File: config.mk
export PLATFORM = sky130hd
export DESIGN_NAME = painel_modo_flat
export DESIGN_NICKNAME = d
export VERILOG_FILES = /design/src/rtl/painel_modo_if.sv /design/src/rtl/painel_modo.sv /design/src/flat_wrapper.sv
export SDC_FILE = /design/constraint.sdc
export NUM_CORES = 1
export LEC_CHECK = 0
export CAP_MARGIN = 30
export CORE_MARGIN = 2
export CORE_UTILIZATION = 35
export CTS_BUF_LIST = sky130_fd_sc_hd__clkbuf_8
export DETAILED_ROUTE_END_ITERATION = 8
export PLACE_DENSITY = 0.59
export SETUP_SLACK_MARGIN = 0.15
export SLEW_MARGIN = 10
export SYNTH_ARGS = -nofsm -noshare
export SYNTH_HDL_FRONTEND = slang
export SYNTH_SLANG_ARGS = --single-unit
File: constraint.sdc
create_clock -name clk -period 1.9 [get_ports clk]
set_input_delay 0.38 -clock clk [delete_from_list [all_inputs] [get_ports clk]]
set_output_delay 0.38 -clock clk [all_outputs]
set_load 0.01 [all_outputs]
File: src/rtl/painel_modo_if.sv
// Button and panel-control bundle between the scrolling-panel front end and its
// surroundings: raw active-low buttons in, register mode code / step strobe out.
interface painel_modo_if;
   logic       btn_modo_n;
   logic       btn_carga_n;
   logic       btn_pausa_n;
   logic       ch1;
   logic       ch0;
   logic       passo;
   logic [1:0] estado;
   logic       pausado;

   modport master (
      output btn_modo_n, btn_carga_n, btn_pausa_n,
      input  ch1, ch0, passo, estado, pausado
   );

   modport slave (
      input  btn_modo_n, btn_carga_n, btn_pausa_n,
      output ch1, ch0, passo, estado, pausado
   );
endinterface

File: src/rtl/painel_modo.sv
// Front-end control for the 5x7 scrolling LED panel: debounces three buttons,
// produces the row-register mode code {ch1,ch0} and the scroll-step strobe.
//
// state    | meaning
// PARADO   | registers hold (code 00)
// DIREITA  | shift right every step (code 01, 00 while paused)
// ESQUERDA | shift left every step (code 10, 00 while paused)
// CARGA    | parallel load on the next step, then return (code 11)
module painel_modo #(
   parameter int DEB_CYCLES = 50000,
   parameter int STEP_DIV   = 12500000
) (
   input logic         clk,
   input logic         rst_n,
   painel_modo_if.slave bus
);

   localparam int DEB_W  = (DEB_CYCLES > 1) ? $clog2(DEB_CYCLES) : 1;
   localparam int STEP_W = (STEP_DIV > 1) ? $clog2(STEP_DIV) : 1;
   localparam logic [DEB_W-1:0]  DEB_MAX  = DEB_W'(DEB_CYCLES - 1);
   localparam logic [STEP_W-1:0] STEP_MAX = STEP_W'(STEP_DIV - 1);

   localparam logic [1:0] PARADO   = 2'b00;
   localparam logic [1:0] DIREITA  = 2'b01;
   localparam logic [1:0] ESQUERDA = 2'b10;
   localparam logic [1:0] CARGA    = 2'b11;

   // button index: 0 = modo, 1 = carga, 2 = pausa
   logic [2:0] w_btn_raw;
   logic [2:0] r_sync1;
   logic [2:0] r_sync2;
   logic [2:0] r_deb;
   logic [2:0] r_press;

   logic [1:0]        r_estado;
   logic              r_pausado;
   logic [1:0]        r_ch;
   logic              r_passo;
   logic [STEP_W-1:0] r_step;
   logic              r_ret_parado;
   logic [1:0]        r_dir;

   logic [1:0]        w_estado_nxt;
   logic              w_pausado_nxt;
   logic              w_ret_parado_nxt;
   logic [1:0]        w_dir_nxt;
   logic [1:0]        w_ch_nxt;
   logic              w_step_run;
   logic              w_run_nxt;
   logic [STEP_W-1:0] w_step_nxt;
   logic              w_ev_modo;
   logic              w_ev_carga;
   logic              w_ev_pausa;

   assign w_btn_raw = {bus.btn_pausa_n, bus.btn_carga_n, bus.btn_modo_n};

   // two-flop synchronizer; released (1) out of reset
   always_ff @(posedge clk or negedge rst_n) begin
      if (!rst_n) begin
         r_sync1 <= 3'b111;
         r_sync2 <= 3'b111;
      end else begin
         r_sync1 <= w_btn_raw;
         r_sync2 <= r_sync1;
      end
   end

   for (genvar g = 0; g < 3; g++) begin : g_deb
      logic [DEB_W-1:0] r_cnt;

      // count disagreeing cycles; flip the level and flag a press on 1->0
      always_ff @(posedge clk or negedge rst_n) begin
         if (!rst_n) begin
            r_cnt      <= '0;
            r_deb[g]   <= 1'b1;
            r_press[g] <= 1'b0;
         end else begin
            r_press[g] <= 1'b0;
            if (r_sync2[g] != r_deb[g]) begin
               if (r_cnt == DEB_MAX) begin
                  r_cnt      <= '0;
                  r_deb[g]   <= r_sync2[g];
                  r_press[g] <= ~r_sync2[g];
               end else begin
                  r_cnt <= r_cnt + DEB_W'(1);
               end
            end else begin
               r_cnt <= '0;
            end
         end
      end
   end

   assign w_ev_modo  = r_press[0];
   assign w_ev_carga = r_press[1];
   assign w_ev_pausa = r_press[2];

   // next state, pause flag and return bookkeeping; carga > modo > pausa
   always_comb begin
      w_estado_nxt     = r_estado;
      w_pausado_nxt    = r_pausado;
      w_ret_parado_nxt = r_ret_parado;
      w_dir_nxt        = r_dir;
      if (r_estado == CARGA) begin
         // the return target is PARADO or the last direction entered
         if (r_passo) begin
            w_estado_nxt = r_ret_parado ? PARADO : r_dir;
         end
      end else if (w_ev_carga) begin
         w_ret_parado_nxt = (r_estado == PARADO);
         w_estado_nxt     = CARGA;
      end else if (w_ev_modo) begin
         case (r_estado)
            PARADO: begin
               w_estado_nxt = DIREITA;
               w_dir_nxt    = DIREITA;
            end
            DIREITA: begin
               w_estado_nxt = ESQUERDA;
               w_dir_nxt    = ESQUERDA;
            end
            default: w_estado_nxt = PARADO;
         endcase
      end
      if (w_ev_pausa && !w_ev_carga && !w_ev_modo) begin
         w_pausado_nxt = ~r_pausado;
      end
   end

   // mode code follows the next state; a paused shift becomes hold
   always_comb begin
      w_ch_nxt = w_estado_nxt;
      if (w_pausado_nxt && (w_estado_nxt == DIREITA || w_estado_nxt == ESQUERDA)) begin
         w_ch_nxt = PARADO;
      end
   end

   // step counter advances unless paused outside CARGA; strobe marks its last count
   always_comb begin
      w_step_run = !r_pausado || (r_estado == CARGA);
      w_run_nxt  = !w_pausado_nxt || (w_estado_nxt == CARGA);
      w_step_nxt = r_step;
      if (w_step_run) begin
         w_step_nxt = (r_step == STEP_MAX) ? '0 : r_step + STEP_W'(1);
      end
   end

   // registered state and outputs
   always_ff @(posedge clk or negedge rst_n) begin
      if (!rst_n) begin
         r_estado     <= PARADO;
         r_pausado    <= 1'b0;
         r_ch         <= 2'b00;
         r_passo      <= 1'b0;
         r_step       <= '0;
         r_ret_parado <= 1'b1;
         r_dir        <= DIREITA;
      end else begin
         r_estado     <= w_estado_nxt;
         r_pausado    <= w_pausado_nxt;
         r_ch         <= w_ch_nxt;
         r_passo      <= w_run_nxt && (w_step_nxt == STEP_MAX);
         r_step       <= w_step_nxt;
         r_ret_parado <= w_ret_parado_nxt;
         r_dir        <= w_dir_nxt;
      end
   end

   assign bus.ch1     = r_ch[1];
   assign bus.ch0     = r_ch[0];
   assign bus.passo   = r_passo;
   assign bus.estado  = r_estado;
   assign bus.pausado = r_pausado;

endmodule

File: src/flat_wrapper.sv
// flat-port wrapper written by rule: the top's interface ports become plain ports
module painel_modo_flat 
#(
   parameter int DEB_CYCLES = 50000,
   parameter int STEP_DIV   = 12500000
)
  (clk, rst_n, bus_btn_modo_n, bus_btn_carga_n, bus_btn_pausa_n, bus_ch1, bus_ch0, bus_passo, bus_estado, bus_pausado);
  painel_modo_if bus_i ();
  input logic clk;
  input logic rst_n;
  input wire logic [$bits(bus_i.btn_modo_n)-1:0] bus_btn_modo_n;
  input wire logic [$bits(bus_i.btn_carga_n)-1:0] bus_btn_carga_n;
  input wire logic [$bits(bus_i.btn_pausa_n)-1:0] bus_btn_pausa_n;
  output wire logic [$bits(bus_i.ch1)-1:0] bus_ch1;
  output wire logic [$bits(bus_i.ch0)-1:0] bus_ch0;
  output wire logic [$bits(bus_i.passo)-1:0] bus_passo;
  output wire logic [$bits(bus_i.estado)-1:0] bus_estado;
  output wire logic [$bits(bus_i.pausado)-1:0] bus_pausado;
  assign bus_i.btn_modo_n = bus_btn_modo_n;
  assign bus_i.btn_carga_n = bus_btn_carga_n;
  assign bus_i.btn_pausa_n = bus_btn_pausa_n;
  assign bus_ch1 = bus_i.ch1;
  assign bus_ch0 = bus_i.ch0;
  assign bus_passo = bus_i.passo;
  assign bus_estado = bus_i.estado;
  assign bus_pausado = bus_i.pausado;
  painel_modo #(.DEB_CYCLES(DEB_CYCLES), .STEP_DIV(STEP_DIV)) u_core (.clk(clk), .rst_n(rst_n), .bus(bus_i));
endmodule
==> reports/qor.txt <==
status = finished, violations left
violated checks = setup timing
Leak Pwr = 2.60 nW
CP required = 2190 ps
Worst R2R Start = u_core.bus.estado[0]
reg-to-reg endpoint = u_core.bus.passo
top-area cell type share of the netlist area = 46.6%
slowest stage delay, CP = 460 ps
layout cell share with drive strength beyond 1 = 28.3%
R2R depth = 9
root buf cell = clkbuf_8
DRT iter0 DRCs = 159
Slew Limit Fails = 0
clock share of power = 41.2%
Net Sw Power = 0.772 mW
Final Cycle Share = 122%
register bit total from synthesis = 93
Netlist Area Pre-Place = 0.00440 mm^2
core box area = 0.0122 mm^2
placed cells = 651
NumNets Final = 513
Starting Density = 36.2%
GR Util All Layers = 14.9%
CP max stage cell = dfrtp_2
Mapped Cells = 421
H-tree levels = 3
max-cap violations = 0
Setup Skew = 9.08 ps
RSZ-0062 raised after global routing = true
Critical Path Sink Type = flip-flop
clock buffer count from CTS = 9
Sw Ratio = 21.3%
Post-synth EDFFs = 0
Mapped Avg Cell Area = 10.5 um^2
final hold vios = 0
Mapped Nets = 431
# diodes = 0
Cell Area, Placed = 0.00516 mm^2
Post-DRT Antenna Nets = 0
TritonRoute pass-1 iters = 4
CTS tree = yes
worst rel slew slack = 66.1%
post-layout min period = 2320 ps
total power draw = 3.62 mW
list of most frequent post-synthesis cells = 82 x dfrtp_1, 65 x nor2_1, 45 x xor2_1
Design Area, Final = 0.00563 mm^2
total wire length = 9180 um
top cell type by total area after synthesis = dfrtp_1
initial antenna violation count = 0
setup slack, reg-to-reg = -420 ps
DRC violations left = 0
crit start category = flip-flop
CTS max path bufs = 2
die height = 116 um
Vias = 3307
DP HPWL = 6260 um
Die X = 116 um
Critical Path Most Common Cell = buf_4
clock sink total = 93
worst path arrival time = 2620 ps
Synth-to-Final Area Change = 28.0%
filler instances = 1113
sequential area share after synthesis = 53.2%
most common cell in the netlist = dfrtp_1
Total Die Area = 0.0135 mm^2
PortBufs = 10
Hold Path Class = reg -> reg
worst vdd ir = 0.423 mV
max frequency = 0.431 GHz
Final setup violation count = 16
first-pass GRT wire length = 15900 um
worst-path maximum fanout = 7
routed len/inst = 13.6 um
top_reg_cell synth = dfrtp_1
Place WS = -242 ps
sequential share of power = 55.9%
row count = 40
crit path to = u_core.bus.passo
grt total ovfl = 0
Pwr Density = 643 mW/mm^2
synth unique cells = 50
CP Launch Point = u_core.bus.estado[0]
pin count of the biggest net entering global routing = 41
Internal = 2.85 mW
Async SR Flop Fraction = 100%
synth warn = 0
combinational share of power = 2.9%
CP Class = reg -> reg
vias in the first global route = 3434
I/O Pins = 11
RePlAce Congestion = 0.846
Vias/cell = 4.89
clk_lat worst skew = 360 ps
Critical Path, Cell by Cell = buf_4 -> a21boi_4 -> buf_4 -> nor3_2 -> buf_4 -> nor4_1 -> o32ai_1 -> nor4_1 -> o2111a_1
Worst-path clk slew = 90 ps
slew of the pin with the lowest slew margin = 508 ps
post-route insts no fill = 676
ranking of synthesized cells by area = dfrtp_1 47%, xor2_1 9.0%, dfstp_2 6.6%
fin worst setup slack = -421 ps
power by group through the flow:
stage | Clock (mW) | Sequential (mW) | Combinational (mW)
final | 1.49 | 2.02 | 0.104
after global routing | 1.64 | 2.03 | 0.125
after CTS | 1.54 | 2.02 | 0.107
after detailed placement | 0 | 2.06 | 0.105
after global placement | 0 | 2.06 | 0.102
after floorplan | 0 | 2.06 | 0.0340
layout by cell type, fill, tap and decap left out, types with 10 or more instances in the layout:
cell and n:
nand2_1 36, clkbuf_8 11, nand3_1 18, dfrtp_1 80, and3_1 26, nor2_1 54, xor2_1 45, buf_4 61
xnor2_1 20, dfstp_2 11, nor2_2 10, nand4_1 12
per-layer routing:
layer,vias up,global-route usage [%],routed length [um]
li1,1633,-,-
met1,1611,20.2,4310
met2,47,23.1,4420
met3,16,3.53,304
met4,0,5.87,144
met5,-,0,0
flip-flops by register name (all words and copies together) (netlist names), 2 cells and up:
name                count
u_core.r_sync1          3
u_core.g_deb.r_cnt     48
u_core.r_sync2          3
u_core.r_dir            2
u_core.r_ch             2
u_core.bus.estado       2
u_core.r_step          24
u_core.r_deb            3
critical path, delay by kind of cell (launching register included):
family	cells	cell delay (ps)
AND/OR/NAND/NOR	3	710
AO/OA/AOI/OAI	3	620
flip-flops	1	460
buffers and inverters	3	480
worst min-delay path by stage:
stage	from	to	slack, ps	cells past startpoint
6_report	u_core.r_sync1[0]	u_core.r_sync2[0]	360	0
5_1_grt	u_core.r_sync1[0]	u_core.r_sync2[0]	370	0
4_1_cts	u_core.r_sync1[2]	u_core.r_sync2[2]	360	0
3_3_place_gp	u_core.r_sync1[0]	u_core.r_sync2[0]	350	0
3_5_place_dp	u_core.r_sync1[2]	u_core.r_sync2[2]	350	0
2_1_floorplan	rst_n	u_core.bus.estado[0]	80	0
cells by family after synthesis:
family	share of synthesized area, %
AO/OA/AOI/OAI	4.24
buffers and inverters	1.17
XOR/XNOR	12.9
AND/OR/NAND/NOR	25.8
flip-flops	53.2
adder cells (fa/ha/maj)	1.42
multiplexers	1.25
what timing repair did:
action                                  in CTS  in global routing
gates resized for setup                     21                 29
pin swaps                                    9                  8
hold buffers                                 1                  0
buffers inserted                             3                  5
endpoints found under the setup margin      21                 38
hold endpoints to repair                    14                  0
area by class of cell:
class | instances | area (um^2) | share of cell area, %
clock inverters | 5 | 75.1 | 1.33
repair buffers | 78 | 632 | 11.2
clock buffers | 11 | 151 | 2.69
flip-flops and latches | 93 | 2340 | 41.6
inverters | 5 | 18.8 | 0.333
multi-input cells | 316 | 2200 | 39.1
well taps | 168 | 210 | 3.73
per-stage QoR:
stage | util (%) | hold WS (ps) | setup TNS (ps)
3_5_place_dp | 42.4 | 347 | -2230
4_1_cts | 45.1 | 360 | -1580
3_3_place_gp | 42.4 | 346 | -1530
6_report | 46.3 | 359 | -1920
2_1_floorplan | - | 84.4 | -425
5_1_grt | 46.3 | 366 | -3080
Note: power is estimated with default switching activity, not from simulation.
